==> src/rtl/pipeline_hazard_ctrl_pkg.sv <==
// Shared types and constants for the pipeline hazard controller.
package pipeline_pkg;

  localparam int unsigned XLEN_DEF = 32;
  localparam logic [4:0]  REG_ZERO = 5'd0;

  typedef enum logic [1:0] {
    RUN        = 2'd0,
    LOAD_STALL = 2'd1,
    FLUSH      = 2'd2,
    MEM_WAIT   = 2'd3
  } hz_state_t;

  typedef struct packed {
    logic if_stall;
    logic id_stall;
    logic ex_stall;
    logic id_flush;
    logic ex_flush;
  } hz_ctrl_t;

  // Saturating increment for the 32-bit performance counters.
  function automatic logic [31:0] sat_inc32(input logic [31:0] v);
    return (v == 32'hFFFF_FFFF) ? v : v + 32'd1;
  endfunction

endpackage

==> src/rtl/pipeline_hazard_ctrl_if.sv <==
// Bundle of pipeline status inputs and stall/flush/redirect controls.
interface pipeline_hazard_ctrl_if
  import pipeline_pkg::*;
#(
  parameter int unsigned XLEN = XLEN_DEF
);
  logic [4:0]      id_rs1;
  logic [4:0]      id_rs2;
  logic            id_use_rs1;
  logic            id_use_rs2;
  logic [4:0]      ex_rd;
  logic            ex_mem_read;
  logic            ex_branch_taken;
  logic [XLEN-1:0] ex_branch_target;
  logic            mem_busy;

  logic            if_stall;
  logic            id_stall;
  logic            ex_stall;
  logic            id_flush;
  logic            ex_flush;
  logic            redirect_valid;
  logic [XLEN-1:0] redirect_pc;
  logic            misalign_err;
  logic            mem_timeout;

  modport master (
    output id_rs1, id_rs2, id_use_rs1, id_use_rs2, ex_rd, ex_mem_read,
           ex_branch_taken, ex_branch_target, mem_busy,
    input  if_stall, id_stall, ex_stall, id_flush, ex_flush,
           redirect_valid, redirect_pc, misalign_err, mem_timeout
  );

  modport slave (
    input  id_rs1, id_rs2, id_use_rs1, id_use_rs2, ex_rd, ex_mem_read,
           ex_branch_taken, ex_branch_target, mem_busy,
    output if_stall, id_stall, ex_stall, id_flush, ex_flush,
           redirect_valid, redirect_pc, misalign_err, mem_timeout
  );
endinterface

==> src/rtl/pipeline_hazard_ctrl_hazard_detect.sv <==
// Combinational load-use hazard compare between the ID operands and the EX load.
module hazard_detect
  import pipeline_pkg::*;
(
  input  logic [4:0] i_id_rs1,
  input  logic [4:0] i_id_rs2,
  input  logic       i_id_use_rs1,
  input  logic       i_id_use_rs2,
  input  logic [4:0] i_ex_rd,
  input  logic       i_ex_mem_read,
  output logic       o_load_use
);
  logic w_rs1_hit;
  logic w_rs2_hit;

  assign w_rs1_hit  = i_id_use_rs1 && (i_id_rs1 == i_ex_rd);
  assign w_rs2_hit  = i_id_use_rs2 && (i_id_rs2 == i_ex_rd);
  assign o_load_use = i_ex_mem_read && (i_ex_rd != REG_ZERO) && (w_rs1_hit || w_rs2_hit);
endmodule

==> src/rtl/pipeline_hazard_ctrl.sv <==
// Stall/flush/redirect controller for the 5-stage pipeline (Mealy outputs).
// Optional perf counters enabled by defining HAZARD_PERF_CNT_EN.
module pipeline_hazard_ctrl
  import pipeline_pkg::*;
#(
  parameter int unsigned XLEN        = XLEN_DEF,
  parameter int unsigned FLUSH_DEPTH = 2,
  parameter int unsigned MEM_TIMEOUT = 15
) (
  input  logic                  clk,
  input  logic                  reset,
  pipeline_hazard_ctrl_if.slave bus
`ifdef HAZARD_PERF_CNT_EN
  ,
  output logic [31:0]           perf_stall_cycles,
  output logic [31:0]           perf_flushes,
  output logic [31:0]           perf_loaduse
`endif
);

  localparam int unsigned WCNT_W = $clog2(MEM_TIMEOUT + 1);
  localparam int unsigned FCNT_W = 3;

  hz_state_t          r_state;
  logic [FCNT_W-1:0]  r_fcnt;
  logic [WCNT_W-1:0]  r_wcnt;
  logic               r_mem_timeout;

  hz_state_t          w_state_nxt;
  logic [FCNT_W-1:0]  w_fcnt_nxt;
  logic [WCNT_W-1:0]  w_wcnt_nxt;
  logic               w_timeout_set;
  logic               w_run_eval;
  logic               w_load_use;
  hz_ctrl_t           w_ctrl;
  logic               w_redirect;
  logic               w_misalign;

  hazard_detect u_hazard_detect (
    .i_id_rs1      (bus.id_rs1),
    .i_id_rs2      (bus.id_rs2),
    .i_id_use_rs1  (bus.id_use_rs1),
    .i_id_use_rs2  (bus.id_use_rs2),
    .i_ex_rd       (bus.ex_rd),
    .i_ex_mem_read (bus.ex_mem_read),
    .o_load_use    (w_load_use)
  );

  // State and counter registers.
  always_ff @(posedge clk or posedge reset) begin
    if (reset) begin
      r_state       <= RUN;
      r_fcnt        <= '0;
      r_wcnt        <= '0;
      r_mem_timeout <= 1'b0;
    end else begin
      r_state       <= w_state_nxt;
      r_fcnt        <= w_fcnt_nxt;
      r_wcnt        <= w_wcnt_nxt;
      r_mem_timeout <= r_mem_timeout | w_timeout_set;
    end
  end

  // Next-state and Mealy output decode; priority mem_busy > branch > load-use.
  always_comb begin
    w_state_nxt   = r_state;
    w_fcnt_nxt    = r_fcnt;
    w_wcnt_nxt    = r_wcnt;
    w_timeout_set = 1'b0;
    w_run_eval    = 1'b0;
    w_ctrl        = '0;
    w_redirect    = 1'b0;
    w_misalign    = 1'b0;

    case (r_state)
      RUN: w_run_eval = 1'b1;

      LOAD_STALL: begin
        if (bus.mem_busy) begin
          w_ctrl.if_stall = 1'b1;
          w_ctrl.id_stall = 1'b1;
          w_ctrl.ex_stall = 1'b1;
          w_state_nxt     = MEM_WAIT;
          w_wcnt_nxt      = WCNT_W'(1);
        end else begin
          w_state_nxt = RUN;
        end
      end

      FLUSH: begin
        if (bus.mem_busy) begin
          // Remaining flush count is dropped; IF/ID already holds a bubble.
          w_ctrl.if_stall = 1'b1;
          w_ctrl.id_stall = 1'b1;
          w_ctrl.ex_stall = 1'b1;
          w_state_nxt     = MEM_WAIT;
          w_wcnt_nxt      = WCNT_W'(1);
          w_fcnt_nxt      = '0;
        end else if (bus.ex_branch_taken) begin
          w_redirect      = 1'b1;
          w_misalign      = |bus.ex_branch_target[1:0];
          w_ctrl.id_flush = 1'b1;
          w_ctrl.ex_flush = 1'b1;
          w_fcnt_nxt      = FCNT_W'(FLUSH_DEPTH - 1);
          w_state_nxt     = (FLUSH_DEPTH > 1) ? FLUSH : RUN;
        end else begin
          w_ctrl.id_flush = 1'b1;
          w_fcnt_nxt      = r_fcnt - FCNT_W'(1);
          if (r_fcnt <= FCNT_W'(1)) begin
            w_state_nxt = RUN;
            w_fcnt_nxt  = '0;
          end
        end
      end

      MEM_WAIT: begin
        if (bus.mem_busy) begin
          w_ctrl.if_stall = 1'b1;
          w_ctrl.id_stall = 1'b1;
          w_ctrl.ex_stall = 1'b1;
          if (r_wcnt >= WCNT_W'(MEM_TIMEOUT)) begin
            w_timeout_set = 1'b1;
            w_state_nxt   = RUN;
            w_wcnt_nxt    = '0;
          end else begin
            w_wcnt_nxt = r_wcnt + WCNT_W'(1);
          end
        end else begin
          w_run_eval = 1'b1;
          w_wcnt_nxt = '0;
        end
      end

      default: w_state_nxt = RUN;
    endcase

    // Shared RUN evaluation, also used on the cycle a memory stall releases.
    if (w_run_eval) begin
      if (bus.mem_busy) begin
        w_ctrl.if_stall = 1'b1;
        w_ctrl.id_stall = 1'b1;
        w_ctrl.ex_stall = 1'b1;
        w_state_nxt     = MEM_WAIT;
        w_wcnt_nxt      = WCNT_W'(1);
      end else if (bus.ex_branch_taken) begin
        w_redirect      = 1'b1;
        w_misalign      = |bus.ex_branch_target[1:0];
        w_ctrl.id_flush = 1'b1;
        w_ctrl.ex_flush = 1'b1;
        w_fcnt_nxt      = FCNT_W'(FLUSH_DEPTH - 1);
        w_state_nxt     = (FLUSH_DEPTH > 1) ? FLUSH : RUN;
      end else if (w_load_use) begin
        w_ctrl.if_stall = 1'b1;
        w_ctrl.id_stall = 1'b1;
        w_ctrl.ex_flush = 1'b1;
        w_state_nxt     = LOAD_STALL;
      end else begin
        w_state_nxt = RUN;
      end
    end

    if (reset) begin
      w_ctrl     = '0;
      w_redirect = 1'b0;
      w_misalign = 1'b0;
    end
  end

  assign bus.if_stall       = w_ctrl.if_stall;
  assign bus.id_stall       = w_ctrl.id_stall;
  assign bus.ex_stall       = w_ctrl.ex_stall;
  assign bus.id_flush       = w_ctrl.id_flush;
  assign bus.ex_flush       = w_ctrl.ex_flush;
  assign bus.redirect_valid = w_redirect;
  assign bus.redirect_pc    = w_redirect ? {bus.ex_branch_target[XLEN-1:2], 2'b00} : '0;
  assign bus.misalign_err   = w_misalign;
  assign bus.mem_timeout    = r_mem_timeout;

`ifdef HAZARD_PERF_CNT_EN
  logic [31:0] r_perf_stall;
  logic [31:0] r_perf_flush;
  logic [31:0] r_perf_lu;
  logic        w_lu_evt;

  // if_stall together with ex_flush only arises from a load-use bubble.
  assign w_lu_evt = w_ctrl.if_stall & w_ctrl.ex_flush;

  always_ff @(posedge clk or posedge reset) begin
    if (reset) begin
      r_perf_stall <= '0;
      r_perf_flush <= '0;
      r_perf_lu    <= '0;
    end else begin
      if (w_ctrl.if_stall) r_perf_stall <= sat_inc32(r_perf_stall);
      if (w_redirect)      r_perf_flush <= sat_inc32(r_perf_flush);
      if (w_lu_evt)        r_perf_lu    <= sat_inc32(r_perf_lu);
    end
  end

  assign perf_stall_cycles = r_perf_stall;
  assign perf_flushes      = r_perf_flush;
  assign perf_loaduse      = r_perf_lu;
`endif

endmodule

==> src/flat_wrapper.sv <==
// flat-port wrapper written by rule: the top's interface ports become plain ports
module pipeline_hazard_ctrl_flat import pipeline_pkg::*;
#(
  parameter int unsigned XLEN        = XLEN_DEF,
  parameter int unsigned FLUSH_DEPTH = 2,
  parameter int unsigned MEM_TIMEOUT = 15
)
  (clk, reset, bus_id_rs1, bus_id_rs2, bus_id_use_rs1, bus_id_use_rs2, bus_ex_rd, bus_ex_mem_read, bus_ex_branch_taken, bus_ex_branch_target, bus_mem_busy, bus_if_stall, bus_id_stall, bus_ex_stall, bus_id_flush, bus_ex_flush, bus_redirect_valid, bus_redirect_pc, bus_misalign_err, bus_mem_timeout);
  pipeline_hazard_ctrl_if #(.XLEN(XLEN)) bus_i ();
  input  logic clk;
  input  logic reset;
  input wire logic [$bits(bus_i.id_rs1)-1:0] bus_id_rs1;
  input wire logic [$bits(bus_i.id_rs2)-1:0] bus_id_rs2;
  input wire logic [$bits(bus_i.id_use_rs1)-1:0] bus_id_use_rs1;
  input wire logic [$bits(bus_i.id_use_rs2)-1:0] bus_id_use_rs2;
  input wire logic [$bits(bus_i.ex_rd)-1:0] bus_ex_rd;
  input wire logic [$bits(bus_i.ex_mem_read)-1:0] bus_ex_mem_read;
  input wire logic [$bits(bus_i.ex_branch_taken)-1:0] bus_ex_branch_taken;
  input wire logic [$bits(bus_i.ex_branch_target)-1:0] bus_ex_branch_target;
  input wire logic [$bits(bus_i.mem_busy)-1:0] bus_mem_busy;
  output wire logic [$bits(bus_i.if_stall)-1:0] bus_if_stall;
  output wire logic [$bits(bus_i.id_stall)-1:0] bus_id_stall;
  output wire logic [$bits(bus_i.ex_stall)-1:0] bus_ex_stall;
  output wire logic [$bits(bus_i.id_flush)-1:0] bus_id_flush;
  output wire logic [$bits(bus_i.ex_flush)-1:0] bus_ex_flush;
  output wire logic [$bits(bus_i.redirect_valid)-1:0] bus_redirect_valid;
  output wire logic [$bits(bus_i.redirect_pc)-1:0] bus_redirect_pc;
  output wire logic [$bits(bus_i.misalign_err)-1:0] bus_misalign_err;
  output wire logic [$bits(bus_i.mem_timeout)-1:0] bus_mem_timeout;
  assign bus_i.id_rs1 = bus_id_rs1;
  assign bus_i.id_rs2 = bus_id_rs2;
  assign bus_i.id_use_rs1 = bus_id_use_rs1;
  assign bus_i.id_use_rs2 = bus_id_use_rs2;
  assign bus_i.ex_rd = bus_ex_rd;
  assign bus_i.ex_mem_read = bus_ex_mem_read;
  assign bus_i.ex_branch_taken = bus_ex_branch_taken;
  assign bus_i.ex_branch_target = bus_ex_branch_target;
  assign bus_i.mem_busy = bus_mem_busy;
  assign bus_if_stall = bus_i.if_stall;
  assign bus_id_stall = bus_i.id_stall;
  assign bus_ex_stall = bus_i.ex_stall;
  assign bus_id_flush = bus_i.id_flush;
  assign bus_ex_flush = bus_i.ex_flush;
  assign bus_redirect_valid = bus_i.redirect_valid;
  assign bus_redirect_pc = bus_i.redirect_pc;
  assign bus_misalign_err = bus_i.misalign_err;
  assign bus_mem_timeout = bus_i.mem_timeout;
  pipeline_hazard_ctrl #(.XLEN(XLEN), .FLUSH_DEPTH(FLUSH_DEPTH), .MEM_TIMEOUT(MEM_TIMEOUT)) u_core (.clk(clk), .reset(reset), .bus(bus_i));
endmodule
==> config.mk <==
export PLATFORM = sky130hd
export DESIGN_NAME = pipeline_hazard_ctrl_flat
export DESIGN_NICKNAME = d
export VERILOG_FILES = /design/src/rtl/pipeline_hazard_ctrl_pkg.sv /design/src/rtl/pipeline_hazard_ctrl_if.sv /design/src/rtl/pipeline_hazard_ctrl_hazard_detect.sv /design/src/rtl/pipeline_hazard_ctrl.sv /design/src/flat_wrapper.sv
export SDC_FILE = /design/constraint.sdc
export NUM_CORES = 1
export LEC_CHECK = 0
export CORE_ASPECT_RATIO = 0.8
export CORE_MARGIN = 2
export CORE_UTILIZATION = 30
export CTS_BUF_LIST = sky130_fd_sc_hd__clkbuf_2
export DETAILED_ROUTE_END_ITERATION = 10
export GPL_TIMING_DRIVEN = 0
export HOLD_SLACK_MARGIN = 0.03
export PLACE_DENSITY_LB_ADDON = 0.08
export SYNTH_ARGS = -nofsm -noshare
export SYNTH_HDL_FRONTEND = slang
export SYNTH_SLANG_ARGS = --single-unit
export TNS_END_PERCENT = 10
==> constraint.sdc <==
create_clock -name clk -period 2.2 [get_ports clk]
set_clock_uncertainty 0.15 [all_clocks]
set_input_delay 0.44 -clock clk [delete_from_list [all_inputs] [get_ports clk]]
set_output_delay 0.44 -clock clk [all_outputs]
set_load 0.03 [all_outputs]
==> impl_summary.log <==
[metrics] run status: complete, but fails checks
[metrics] violations in the final reports: negative setup slack
[metrics] area used by multi-input combinational logic: 915 sq um
[metrics] final-layout setup total negative slack: -19.23 ns
[metrics] clock transition at the registers of the reported paths: 0.11 ns
[metrics] Cell Rows: 20
[metrics] WL per Instance: 14.2 um
[metrics] max frequency: 0.356 GHz
[metrics] Final Total Pwr: 1.75 mW
[metrics] Clock Sink Count: 10
[metrics] clock root buffer: clkbuf_2
[metrics] area grow syn2layout: 103%
[metrics] endpoint kind of the worst setup timing path: output port
[metrics] number of setup violations in the final report: 36
[metrics] number of nets in the layout: 306
[metrics] most area-consuming cells after synthesis: dfrtp_1 22%, and2_1 17%, xor2_1 6.1%
[metrics] router iterations before antenna repair: 4
[metrics] antenna violations before repair: 0
[metrics] largest net degree at the start of global routing: 13
[metrics] worst-case clock buffer depth: 2
[metrics] remaining antenna violation count after routing: 0
[metrics] critical path type: reg -> out
[metrics] number of enable-type register cells in the synthesized netlist: 0
[metrics] total global-route track usage: 18.1%
[metrics] Reg-to-Reg Start: u_core.r_state[0]
[metrics] Initial Util: 30.9%
[metrics] final worst setup slack: -0.610 ns
[metrics] part of the cycle the worst path needs: 128%
[metrics] share of post-route cells with drive strength above 1: 35.0%
[metrics] cell type contributing the most total cell area after synthesis: dfrtp_1
[metrics] die span in x: 73.3 um
[metrics] critical path startpoint category: register
[metrics] Post-synth ARST share: 100%
[metrics] Cell Area, Synth: 0.00115 sq mm
[metrics] global placement routability congestion: 0.808
[metrics] reg-to-reg slack, setup: 0.14 ns
[metrics] power density over the cells: 745 mW/mm^2
[metrics] die outline height: 59.4 um
[metrics] Post-Route Utilization: 62.9%
[metrics] synthesis warning total: 0
[metrics] leakage power: 1.04 nW
[metrics] Filler cells: 324
[metrics] I/O Pins: 94
[metrics] max-slew violations: 0
[metrics] data arrival at the endpoint of the critical path: 2.22 ns
[metrics] number of cells traversed by the worst register-to-register path: 8
[metrics] number of global-route vias before repair: 1,299
[metrics] global-route wire length before repair: 6.07 mm
[metrics] gr ovfl total: 0
[metrics] estimated wirelength of the detail-placed design: 3.11 mm
[metrics] area occupied by registers: 250 sq um
[metrics] class of the most critical hold timing path: in -> async
[metrics] residual DRC count: 0
[metrics] dpl cells: 280
[metrics] total CTS buffers: 3
[metrics] post-synthesis cell count: 144
[metrics] Via Count: 1,396
[metrics] number of input and output port buffers inserted: 91
[metrics] flip-flop and latch count after synthesis: 10
[metrics] detailed router's first-iteration violation count: 69
[metrics] worst setup path end: bus_if_stall
[metrics] endpoint of the worst-slack reg-to-reg timing path: u_core.r_state[1]
[metrics] drt total wl: 4.13 mm
[metrics] maximum net fanout on the critical path: 5
[metrics] Core ar.: 0.00373 sq mm
[metrics] H-tree levels: 1
[metrics] mean post-synth cell area: 8.00 sq um
[metrics] IR Drop Worst-Case VDD: 0.537 mV
[metrics] Top FF cell, synth: dfrtp_1
[metrics] RSZ-0062 raised after global routing: true
[metrics] source-to-sink clock delay at the later pin of the worst-skew pair: 0.27 ns
[metrics] area enclosed by the die boundary: 0.00436 sq mm
[metrics] Critical Path Source: u_core.r_state[0]
[metrics] number of maximum-capacitance constraint violations: 0
[metrics] clock tree from TritonCTS: built
[metrics] Netlist cell types: 46
[metrics] Tmin final: 2.81 ns
[metrics] number of hold buffers added after cts: 0
[metrics] per-cell via count in the routed design: 4.81
[metrics] area share of the largest cell type after synthesis: 21.7%
[metrics] final cell count without fillers: 290
[metrics] fraction of the yosys area taken by sequential cells: 21.7%
[metrics] final number of hold-violating endpoints: 0
[metrics] data required time of the critical path: 1.61 ns
[metrics] antenna diode instance count: 0
[registers in the layout (all words and copies together) (netlist names)]
register                count
u_core.r_wcnt               4
u_core.r_state              2
u_core.bus.mem_timeout      1
u_core.r_fcnt               3
[how the worst min path moves through the flow]
stage | from | endpoint | slack, ns | cells past startpoint
2_1_floorplan | reset | u_core.bus.mem_timeout | 0.15 | 1
3_3_place_gp | u_core.bus.mem_timeout | u_core.bus.mem_timeout | 0.30 | 1
3_5_place_dp | u_core.bus.mem_timeout | u_core.bus.mem_timeout | 0.31 | 1
4_1_cts | u_core.bus.mem_timeout | u_core.bus.mem_timeout | 0.34 | 1
5_1_grt | reset | u_core.r_state[0] | 0.07 | 2
6_report | reset | u_core.r_fcnt[2] | 0.08 | 2
[layout make-up]
cell class	instances	area share (%)
repair buffers	98	42.4
multi-input cells	118	39.0
flip-flops and latches	10	10.7
plain buffers	8	3.26
well taps	44	2.35
inverters	8	1.44
clock buffers	3	0.641
clock inverters	1	0.160
[metal layers]
layer	vias to the layer above	share of wire [%]	global-route usage, %	routed length (um)
met3	2	9.5	6.63	392
met1	622	43	23.1	1790
li1	705	-	-	-
met4	0	0.46	3.12	19
met2	67	47	29.6	1920
met5	-	0	0	0
[where the power goes]
part	total (mW)	leakage, nW	internal [mW]	switching (mW)
Sequential	0.278	0.132	0.230	0.0483
Combinational	1.36	0.899	0.680	0.676
Clock	0.111	0.0140	0.0395	0.0719
Total	1.75	1.04	0.950	0.796
[cell usage after synthesis, types with 4 or more instances]
cell type / n
a21oi_1: 6
inv_1: 8
buf_6: 4
xor2_1: 8
ha_1: 5
buf_4: 4
o21ai_0: 7
nor2_1: 7
nand2_1: 7
dfrtp_1: 10
and2_1: 32
[per-stage QoR]
stage / setup WS, ns / cell area, sq um / hold WS [ns]
final: -0.610 / 2340 / 0.0824
after CTS: -0.599 / 2310 / 0.336
after floorplan: -0.254 / 1220 / 0.147
after detailed placement: -1.16 / 2190 / 0.310
after global routing: -0.695 / 2340 / 0.0738
after global placement: -1.13 / 2190 / 0.303
[logic make-up (layout without fill, tap and decap cells)]
| family | count (synthesis) | in the layout | share of synthesized area [%] |
|---|---|---|---|
| buffers and inverters | 18 | 118 | 9.88 |
| adders and majority gates | 6 | 6 | 6.30 |
| AOI/OAI and AO/OA | 31 | 32 | 18.8 |
| DFF | 10 | 10 | 21.7 |
| xor gates and xnor gates | 10 | 10 | 7.60 |
| muxes | 1 | 1 | 0.869 |
| and+or+nand+nor | 67 | 67 | 34.5 |
| other | 1 | 2 | 0.325 |
[placed cells by master, fill, tap and decap left out, types with 3 or more instances in the layout]
cell type,n
and2_4,7
inv_1,5
a21oi_1,5
clkdlybuf4s50_1,52
o21ai_0,5
ha_1,3
and2_2,4
dfrtp_1,10
nor2_1,7
buf_6,37
xor2_1,8
and2_1,21
buf_4,10
clkbuf_2,4
nand2_1,7
[worst max-delay path: stages, from the launching register on]
cell	delay, ns
dfrtp_1	0.44
inv_2	0.08
ha_4	0.27
buf_4	0.15
a21oi_4	0.13
or4b_4	0.49
o21ai_4	0.16
buf_6	0.11
buf_6	0.11
[timing repair]
item	in CTS	in global routing
pin swaps	12	1
buffers inserted	3	1
gates cloned	1	3
resized for setup	257	18
endpoints found under the setup margin	37	38
Note: power is estimated with default switching activity, not from simulation.
